File: src/rtl/dvbs2_fir_engine_if.sv
// Bus bundle for the DVB-S2 FIR engine: run control, coefficient port,
// sample handshake and result outputs.
interface dvbs2_fir_engine_if #(
  parameter int unsigned IN_W     = 12,
  parameter int unsigned COEF_W   = 16,
  parameter int unsigned NTAPS    = 16,
  parameter int unsigned CHANNELS = 2,
  parameter int unsigned OUT_W    = 32
);
  localparam int unsigned AW = $clog2(NTAPS);

  logic                      enable;
  logic                      start;
  logic                      coef_we;
  logic [AW-1:0]             coef_addr;
  logic [COEF_W-1:0]         coef_data;
  logic                      in_valid;
  logic                      in_ready;
  logic [CHANNELS*IN_W-1:0]  in_data;
  logic                      out_valid;
  logic [CHANNELS*OUT_W-1:0] out_data;
  logic                      sat;
  logic                      busy;

  modport master (
    output enable, start, coef_we, coef_addr, coef_data, in_valid, in_data,
    input  in_ready, out_valid, out_data, sat, busy
  );

  modport slave (
    input  enable, start, coef_we, coef_addr, coef_data, in_valid, in_data,
    output in_ready, out_valid, out_data, sat, busy
  );
endinterface

File: src/rtl/dvbs2_fir_engine.sv
// Multi-channel tap-serial FIR output stage: one MAC per channel per cycle,
// shared runtime-loadable coefficients, shift + saturate to signed OUT_W.
module dvbs2_fir_engine #(
  parameter int unsigned IN_W     = 12,
  parameter int unsigned COEF_W   = 16,
  parameter int unsigned NTAPS    = 16,
  parameter int unsigned CHANNELS = 2,
  parameter int unsigned ACC_W    = 32,
  parameter int unsigned OUT_W    = 32,
  parameter int unsigned SHIFT    = 0
) (
  input  logic               clk_600MHz,
  input  logic               reset,
  dvbs2_fir_engine_if.slave  bus
);

  localparam int unsigned AW = $clog2(NTAPS);
  localparam int unsigned PW = IN_W + COEF_W;
  localparam int unsigned WW = ((ACC_W > OUT_W) ? ACC_W : OUT_W) + 1;
  localparam logic signed [WW-1:0] OUT_MAX =
    signed'({{(WW-OUT_W+1){1'b0}}, {(OUT_W-1){1'b1}}});
  localparam logic signed [WW-1:0] OUT_MIN = ~OUT_MAX;

  if (NTAPS < 2) begin : g_bad_ntaps
    $error("dvbs2_fir_engine: NTAPS must be at least 2");
  end
  if (ACC_W < IN_W + COEF_W + $clog2(NTAPS)) begin : g_bad_acc_w
    $error("dvbs2_fir_engine: ACC_W too narrow for IN_W+COEF_W+clog2(NTAPS)");
  end

  typedef enum logic [1:0] {IDLE, READY, MAC, DONE} state_e;

  state_e                    state_q;
  logic                      armed_q;
  logic                      busy_q;
  logic                      sat_q;
  logic [AW-1:0]             tap_q;
  logic signed [IN_W-1:0]    x_q   [CHANNELS][NTAPS];
  logic signed [COEF_W-1:0]  h_q   [NTAPS];
  logic signed [ACC_W-1:0]   acc_q [CHANNELS];
  logic [CHANNELS*OUT_W-1:0] out_data_q;

  logic signed [PW-1:0]      prod_c [CHANNELS];
  logic signed [ACC_W-1:0]   acc_d  [CHANNELS];
  logic signed [WW-1:0]      wide_c [CHANNELS];
  logic [CHANNELS*OUT_W-1:0] res_d;
  logic                      clip_d;
  logic                      coef_wr_ok;
  logic                      last_tap;

  // Coefficients may only change while no sample is being filtered.
  assign coef_wr_ok = bus.coef_we && ((state_q == IDLE) || (state_q == READY))
                      && (32'(bus.coef_addr) < NTAPS);
  assign last_tap   = (tap_q == AW'(NTAPS - 1));

  // Current-tap MAC and the shifted, clamped view of the updated sum.
  always_comb begin
    clip_d = 1'b0;
    res_d  = '0;
    for (int c = 0; c < CHANNELS; c++) begin
      prod_c[c] = PW'(x_q[c][tap_q]) * PW'(h_q[tap_q]);
      acc_d[c]  = acc_q[c] + ACC_W'(prod_c[c]);
      wide_c[c] = WW'(acc_d[c] >>> SHIFT);
      if (wide_c[c] > OUT_MAX) begin
        wide_c[c] = OUT_MAX;
        clip_d    = 1'b1;
      end else if (wide_c[c] < OUT_MIN) begin
        wide_c[c] = OUT_MIN;
        clip_d    = 1'b1;
      end
      res_d[c*OUT_W +: OUT_W] = OUT_W'(wide_c[c]);
    end
  end

  always_ff @(posedge clk_600MHz or posedge reset) begin
    if (reset) begin
      state_q    <= IDLE;
      armed_q    <= 1'b0;
      busy_q     <= 1'b0;
      sat_q      <= 1'b0;
      tap_q      <= '0;
      out_data_q <= '0;
      for (int k = 0; k < NTAPS; k++) h_q[k] <= '0;
      for (int c = 0; c < CHANNELS; c++) begin
        acc_q[c] <= '0;
        for (int k = 0; k < NTAPS; k++) x_q[c][k] <= '0;
      end
    end else begin
      if (coef_wr_ok) h_q[bus.coef_addr] <= signed'(bus.coef_data);
      // enable low freezes every datapath and state register.
      if (bus.enable) begin
        unique case (state_q)
          IDLE: begin
            if (bus.start || armed_q) begin
              armed_q <= 1'b1;
              state_q <= READY;
            end
          end
          READY: begin
            if (bus.in_valid) begin
              for (int c = 0; c < CHANNELS; c++) begin
                x_q[c][0] <= signed'(bus.in_data[c*IN_W +: IN_W]);
                for (int k = 1; k < NTAPS; k++) x_q[c][k] <= x_q[c][k-1];
                acc_q[c] <= '0;
              end
              tap_q   <= '0;
              busy_q  <= 1'b1;
              state_q <= MAC;
            end
          end
          MAC: begin
            for (int c = 0; c < CHANNELS; c++) acc_q[c] <= acc_d[c];
            tap_q <= tap_q + AW'(1);
            // Result is captured on the final tap so it is valid throughout DONE.
            if (last_tap) begin
              tap_q      <= '0;
              out_data_q <= res_d;
              sat_q      <= sat_q | clip_d;
              state_q    <= DONE;
            end
          end
          DONE: begin
            busy_q  <= 1'b0;
            state_q <= READY;
          end
          default: state_q <= IDLE;
        endcase
      end
    end
  end

  // Handshake and strobe track enable directly so a frozen engine never signals.
  assign bus.in_ready  = (state_q == READY) && bus.enable;
  assign bus.out_valid = (state_q == DONE) && bus.enable;
  assign bus.out_data  = out_data_q;
  assign bus.sat       = sat_q;
  assign bus.busy      = busy_q;

endmodule

File: src/flat_wrapper.sv
// flat-port wrapper written by rule: the top's interface ports become plain ports
module dvbs2_fir_engine_flat 
#(
  parameter int unsigned IN_W     = 12,
  parameter int unsigned COEF_W   = 16,
  parameter int unsigned NTAPS    = 16,
  parameter int unsigned CHANNELS = 2,
  parameter int unsigned ACC_W    = 32,
  parameter int unsigned OUT_W    = 32,
  parameter int unsigned SHIFT    = 0
)
  (clk_600MHz, reset, bus_enable, bus_start, bus_coef_we, bus_coef_addr, bus_coef_data, bus_in_valid, bus_in_data, bus_in_ready, bus_out_valid, bus_out_data, bus_sat, bus_busy);
  dvbs2_fir_engine_if #(.IN_W(IN_W), .COEF_W(COEF_W), .NTAPS(NTAPS), .CHANNELS(CHANNELS), .OUT_W(OUT_W)) bus_i ();
  input  logic clk_600MHz;
  input  logic reset;
  input wire logic [$bits(bus_i.enable)-1:0] bus_enable;
  input wire logic [$bits(bus_i.start)-1:0] bus_start;
  input wire logic [$bits(bus_i.coef_we)-1:0] bus_coef_we;
  input wire logic [$bits(bus_i.coef_addr)-1:0] bus_coef_addr;
  input wire logic [$bits(bus_i.coef_data)-1:0] bus_coef_data;
  input wire logic [$bits(bus_i.in_valid)-1:0] bus_in_valid;
  input wire logic [$bits(bus_i.in_data)-1:0] bus_in_data;
  output wire logic [$bits(bus_i.in_ready)-1:0] bus_in_ready;
  output wire logic [$bits(bus_i.out_valid)-1:0] bus_out_valid;
  output wire logic [$bits(bus_i.out_data)-1:0] bus_out_data;
  output wire logic [$bits(bus_i.sat)-1:0] bus_sat;
  output wire logic [$bits(bus_i.busy)-1:0] bus_busy;
  assign bus_i.enable = bus_enable;
  assign bus_i.start = bus_start;
  assign bus_i.coef_we = bus_coef_we;
  assign bus_i.coef_addr = bus_coef_addr;
  assign bus_i.coef_data = bus_coef_data;
  assign bus_i.in_valid = bus_in_valid;
  assign bus_i.in_data = bus_in_data;
  assign bus_in_ready = bus_i.in_ready;
  assign bus_out_valid = bus_i.out_valid;
  assign bus_out_data = bus_i.out_data;
  assign bus_sat = bus_i.sat;
  assign bus_busy = bus_i.busy;
  dvbs2_fir_engine #(.IN_W(IN_W), .COEF_W(COEF_W), .NTAPS(NTAPS), .CHANNELS(CHANNELS), .ACC_W(ACC_W), .OUT_W(OUT_W), .SHIFT(SHIFT)) u_core (.clk_600MHz(clk_600MHz), .reset(reset), .bus(bus_i));
endmodule
File: config.mk
export PLATFORM = sky130hd
export DESIGN_NAME = dvbs2_fir_engine_flat
export DESIGN_NICKNAME = d
export VERILOG_FILES = /design/src/rtl/dvbs2_fir_engine_if.sv /design/src/rtl/dvbs2_fir_engine.sv /design/src/flat_wrapper.sv
export SDC_FILE = /design/constraint.sdc
export NUM_CORES = 2
export LEC_CHECK = 0
export CAP_MARGIN = 30
export CORE_ASPECT_RATIO = 0.9
export CORE_UTILIZATION = 55
export DETAILED_ROUTE_END_ITERATION = 16
export GPL_TIMING_DRIVEN = 0
export PLACE_DENSITY = 0.78
export SLEW_MARGIN = 25
export SYNTH_ARGS = -nofsm -noshare
export SYNTH_HDL_FRONTEND = slang
export SYNTH_SLANG_ARGS = --single-unit
File: constraint.sdc
create_clock -name clk_600MHz -period 36.9 [get_ports clk_600MHz]
set_clock_uncertainty 0.2 [all_clocks]
set_input_delay 7.38 -clock clk_600MHz [delete_from_list [all_inputs] [get_ports clk_600MHz]]
set_output_delay 7.38 -clock clk_600MHz [all_outputs]
set_load 0.005 [all_outputs]
# Word-level counts from Yosys, hierarchy flattened
# Index checks and enable logic that the tools add are counted.
totals:
  reg_bits: 777
  in_bits: 50
  out_inout_bits: 68
  wordCells: 124
classes:
  n_addsub: 3
  n_mul: 2
  order_cmp: 7
  eq_ne: 7
  mux: 31
  n_bitwise: 3
  n_reduce_logical: 15
op_table:
  columns: ["cell", "count"]
  rows:
  - ["$bwmux 256", 1]
  - ["$mux 32", 4]
  - ["$pmux 64 s2", 1]
  - ["$bmux 12 s4", 2]
  - ["$add 32x28->32", 2]
  - ["$bmux 16 s4", 1]
  - ["$demux 16 s4", 1]
  - ["$gt 32x32->1 const B", 2]
  - ["$lt 32x32->1 const B", 2]
  - ["$mux 64", 1]
  - ["$mul 12x16->28", 2]
  - ["$mux 12", 4]
  - ["$mux 16", 3]
  - ["$reduce_and 3->1", 5]
  - ["$ge 5x5->1 const B", 2]
  - ["$not 4->5", 2]
  - ["$mux 4", 2]
  - ["$pmux 2 s4", 1]
  - ["$pmux 4 s2", 1]
  - ["$mux 2", 3]
  - ["$lt 5x1->1 const B", 1]
  - ["$mux 1", 5]
  - ["$add 4x1->4 const B", 1]
  - ["$eq 2x2->1 const B", 2]
  - ["11 further kinds", 17]

# Longest topological paths before layout
depth:
  ltp_word: 12
  ltp_mapped: 31
  ltp_nobuf: 26

# Worst setup path after synthesis
# No wires, ideal clock.
synth_path:
  path_type: "input -> output"
  from: "input bus_enable"
  to: "output bus_out_valid"
  arrival_time_ps: 7789
  t_required_ps: 29320
  slack_ps: 21531
  path_stages: 2
  n_path_buf: 1
  path_cell_list: "clkbuf_1 and2_1"
synth_between:
  elab_chain_cells: 1
synth_lines:
  columns: ["element", "line", "text"]
  rows:
  - ["start: declaration", "flat_wrapper.sv:16", "input wire logic [$bits(bus_i.enable)-1:0] bus_enable;"]
  - ["$logic_and 1x1->1", "dvbs2_fir_engine.sv:134", "assign bus.out_valid = (state_q == DONE) && bus.enable;"]
  - ["end: declaration", "flat_wrapper.sv:24", "output wire logic [$bits(bus_i.out_valid)-1:0] bus_out_valid;"]
# Every way passes these cells.

# Worst setup path in the final report
# Ends and elaborated chain as after synthesis.

==> key figures <==
Run
  – Maxcap violations: 0

Detailed routing
  – Total iterations of the first detailed-routing run: 6
  – Wire per inst: roughly 25 µm
  – Drt drc: 0
  – Vias per inst: 6.02
  – Drt total wl: 135,000 µm
  – Initial DRC count: 2,916
  – Routed vias: roughly 33,000
  – Final ANT Viol Nets: 0

Worst setup path
  – Crit path top cell by count: clkdlybuf4s50_1
  – Crit path capture type: output port
  – CP required: between 20,000 and 30,000 ps
  – Max FO, Critical Path: 10
  – Worst EP arrival: 9390 ps
  – WP buf/inv: 3
  – Critical path endpoint: bus_out_valid
  – Flop2flop setup slack: roughly 28,000 ps
  – Worst R2R End: u_core.bus.out_data[62]
  – Crit path max-delay cell type: clkbuf_1
  – Delay-heaviest family, CP: buffers and inverters
  – Max incr delay on CP: roughly 640 ps
  – CP startpoint kind: input pin
  – WP depth: 4
  – R2R Path Start: u_core.tap_q[1]
  – Worst r2r path cells: 27
  – Worst setup path class: input pin to output port
  – CP startpoint: bus_enable
  – CP Cell Sequence: clkdlybuf4s50_1 -> clkbuf_1 -> and2_1 -> clkdlybuf4s50_1

Synthesis
  – Ranking of synthesized cells by area: dfrtp_1, fa_1, mux2_2
  – Post-synth top flop: dfrtp_1
  – Mapped Area: 50,700 µm²
  – Register area share after synthesis: 0.383
  – Syn Inst Count: 3,984
  – Synth warn: 0
  – Post-synth EDFFs: 0
  – Synthesized net count: roughly 4,700
  – Post-synth top area cell: dfrtp_1
  – Avg Inst Size Synth: 12.7 µm²
  – Asr flop ratio synth: 1.00
  – Synth top area share: 0.383
  – Post-synth cell types: 76
  – Yosys reg bits: 777

Clock tree
  – Post-CTS setup buffer count: 0
  – Num Clock Sinks: 777
  – CTS clk-pin slew, worst paths: 60 ps
  – Longest Clk Path Bufs: 3
  – Htree depth: 3
  – Worst-Skew Late Latency: just under 700 ps
  – Clk root buf: clkbuf_16
  – CTS buffer count: 83
  – Hold-fix buffers, CTS: 0
  – CTS tree: built
  – Resized cells post-CTS: 0

STA
  – Max Freq: 58.9 MHz
  – Slew margin rel.: 0.298
  – Worst-margin pin slew: 1050 ps
  – Final period util: 0.460
  – TNS Setup: 0 ps
  – Final setup vio count: 0
  – Hold Vio Cnt, Final: 0
  – Slew Viols, Final: 0
  – Unrepaired setup endpoints after global routing: false
  – Final WS setup: 19,930 ps
  – Tmin final: 16,970 ps

Layout
  – Filler cell count: 6,908
  – Non-filler instance count after layout: 5,496
  – Nets@finish: between 4,000 and 5,000
  – Fraction of layout cells with a size suffix above 1: 0.270
  – Leading cell type in the layout, fill and taps excluded: dfrtp_1
  – Multi-input logic area: 28,600 µm²
  – Layout Utilization: 0.620
  – Register area: 19,400 µm²
  – Area Overhead vs Synth: 11.6%
  – Commonest non-fill, non-tap cells in the layout: dfrtp_1, mux2_2, fa_1

Floorplanning
  – Die area: 93,500 µm²
  – Die W: 322 µm
  – Core Region: 91,300 µm²
  – Die height: 290 µm
  – # IOs: 118
  – Initial Utilization: 0.556
  – Row count: roughly 110

Global route
  – Global-route usage over all layers: 0.300
  – Largest net degree at the start of global routing: 104
  – Vias in the first global route: 34,900
  – Initial antenna violation count: 1
  – Global route overflow: 0
  – First-pass GRT wire length: 211,000 µm

Placement
  – Detail Placement HPWL: 98,300 µm
  – Placed cell count: 5,339
  – Port Buf Inserts: 115
  – RePlAce Congestion: 0.999
  – Pre-CTS WS: ~20,000 ps

Run status
  – Outcome: complete, no violations

Min path
  – Min-Delay Path Depth: 1
  – Hold Crit Class: flip-flop to flip-flop
==> final cells by class <==
type	instances	share of cell area
antenna	3	0.000133
timing repair buffer	127	0.0253
clock buffer	117	0.0430
buffer	223	0.0204
multi-input combinational	2563	0.504
sequential	777	0.343
clock inverter	35	0.00831
tap	1230	0.0272
inverter	421	0.0280
==> sequential cells by signal, summed over array words and instances, names as in the netlist <==
| register | cells |
|---|---|
| u_core.acc_q | 64 |
| u_core.bus.busy | 1 |
| u_core.bus.out_data | 64 |
| u_core.tap_q | 4 |
| u_core.armed_q | 1 |
| u_core.bus.sat | 1 |
| u_core.h_q | 256 |
| u_core.x_q | 384 |
| u_core.state_q | 2 |
==> cell usage after synthesis (all sizes together) (8+ instances only) <==
library cell  count
nand2           395
nand2b            8
mux4            178
nand3            16
o31ai             9
clkbuf           87
nor3             18
o21bai            9
and2             13
buf             136
a21o             25
nand4             9
o211ai            8
inv             421
ha              172
a31oi            13
mux2            675
o21a             16
xnor2            42
dfrtp           777
a21oi            63
fa              446
a22o             51
xor2             18
nor2            219
and3             10
nor2b            11
o21ai            67
mux2i            24
==> worst min-delay path by stage <==
stage	start	to	slack (ps)
after floorplan	u_core.armed_q	u_core.armed_q	240
after detailed placement	u_core.bus.sat	u_core.bus.sat	250
after global placement	u_core.bus.sat	u_core.bus.sat	240
after CTS	u_core.bus.sat	u_core.bus.sat	260
after global routing	u_core.bus.out_data[41]	u_core.bus.out_data[41]	290
final	u_core.bus.sat	u_core.bus.sat	260
==> metrics by stage <==
| stage | cell area, µm² | hold WS, ps |
|---|---|---|
| floorplan | 50700 | 242 |
| global placement | 53400 | 239 |
| detailed placement | 53700 | 247 |
| CTS | 56600 | 262 |
| global route | 56600 | 289 |
| finish | 56600 | 255 |
==> cell families after synthesis <==
kind of cell | after synthesis | share of synthesized area
xor gates and xnor gates | 60 | 0.0104
AOI/OAI and AO/OA | 289 | 0.0399
and+or+nand+nor | 719 | 0.0591
DFF | 777 | 0.383
buffers and inverters | 644 | 0.0538
adders and majority gates | 618 | 0.218
muxes | 877 | 0.235
==> layer usage <==
metal,part of all wire,global-route usage
met1,0.40,0.412
met2,0.46,0.455
met3,0.097,0.0834
met4,0.045,0.117
met5,0,0
Power is left out: the tool's default activity adds up to more than one toggle a clock period on the data nets, which glitch-free logic cannot reach.
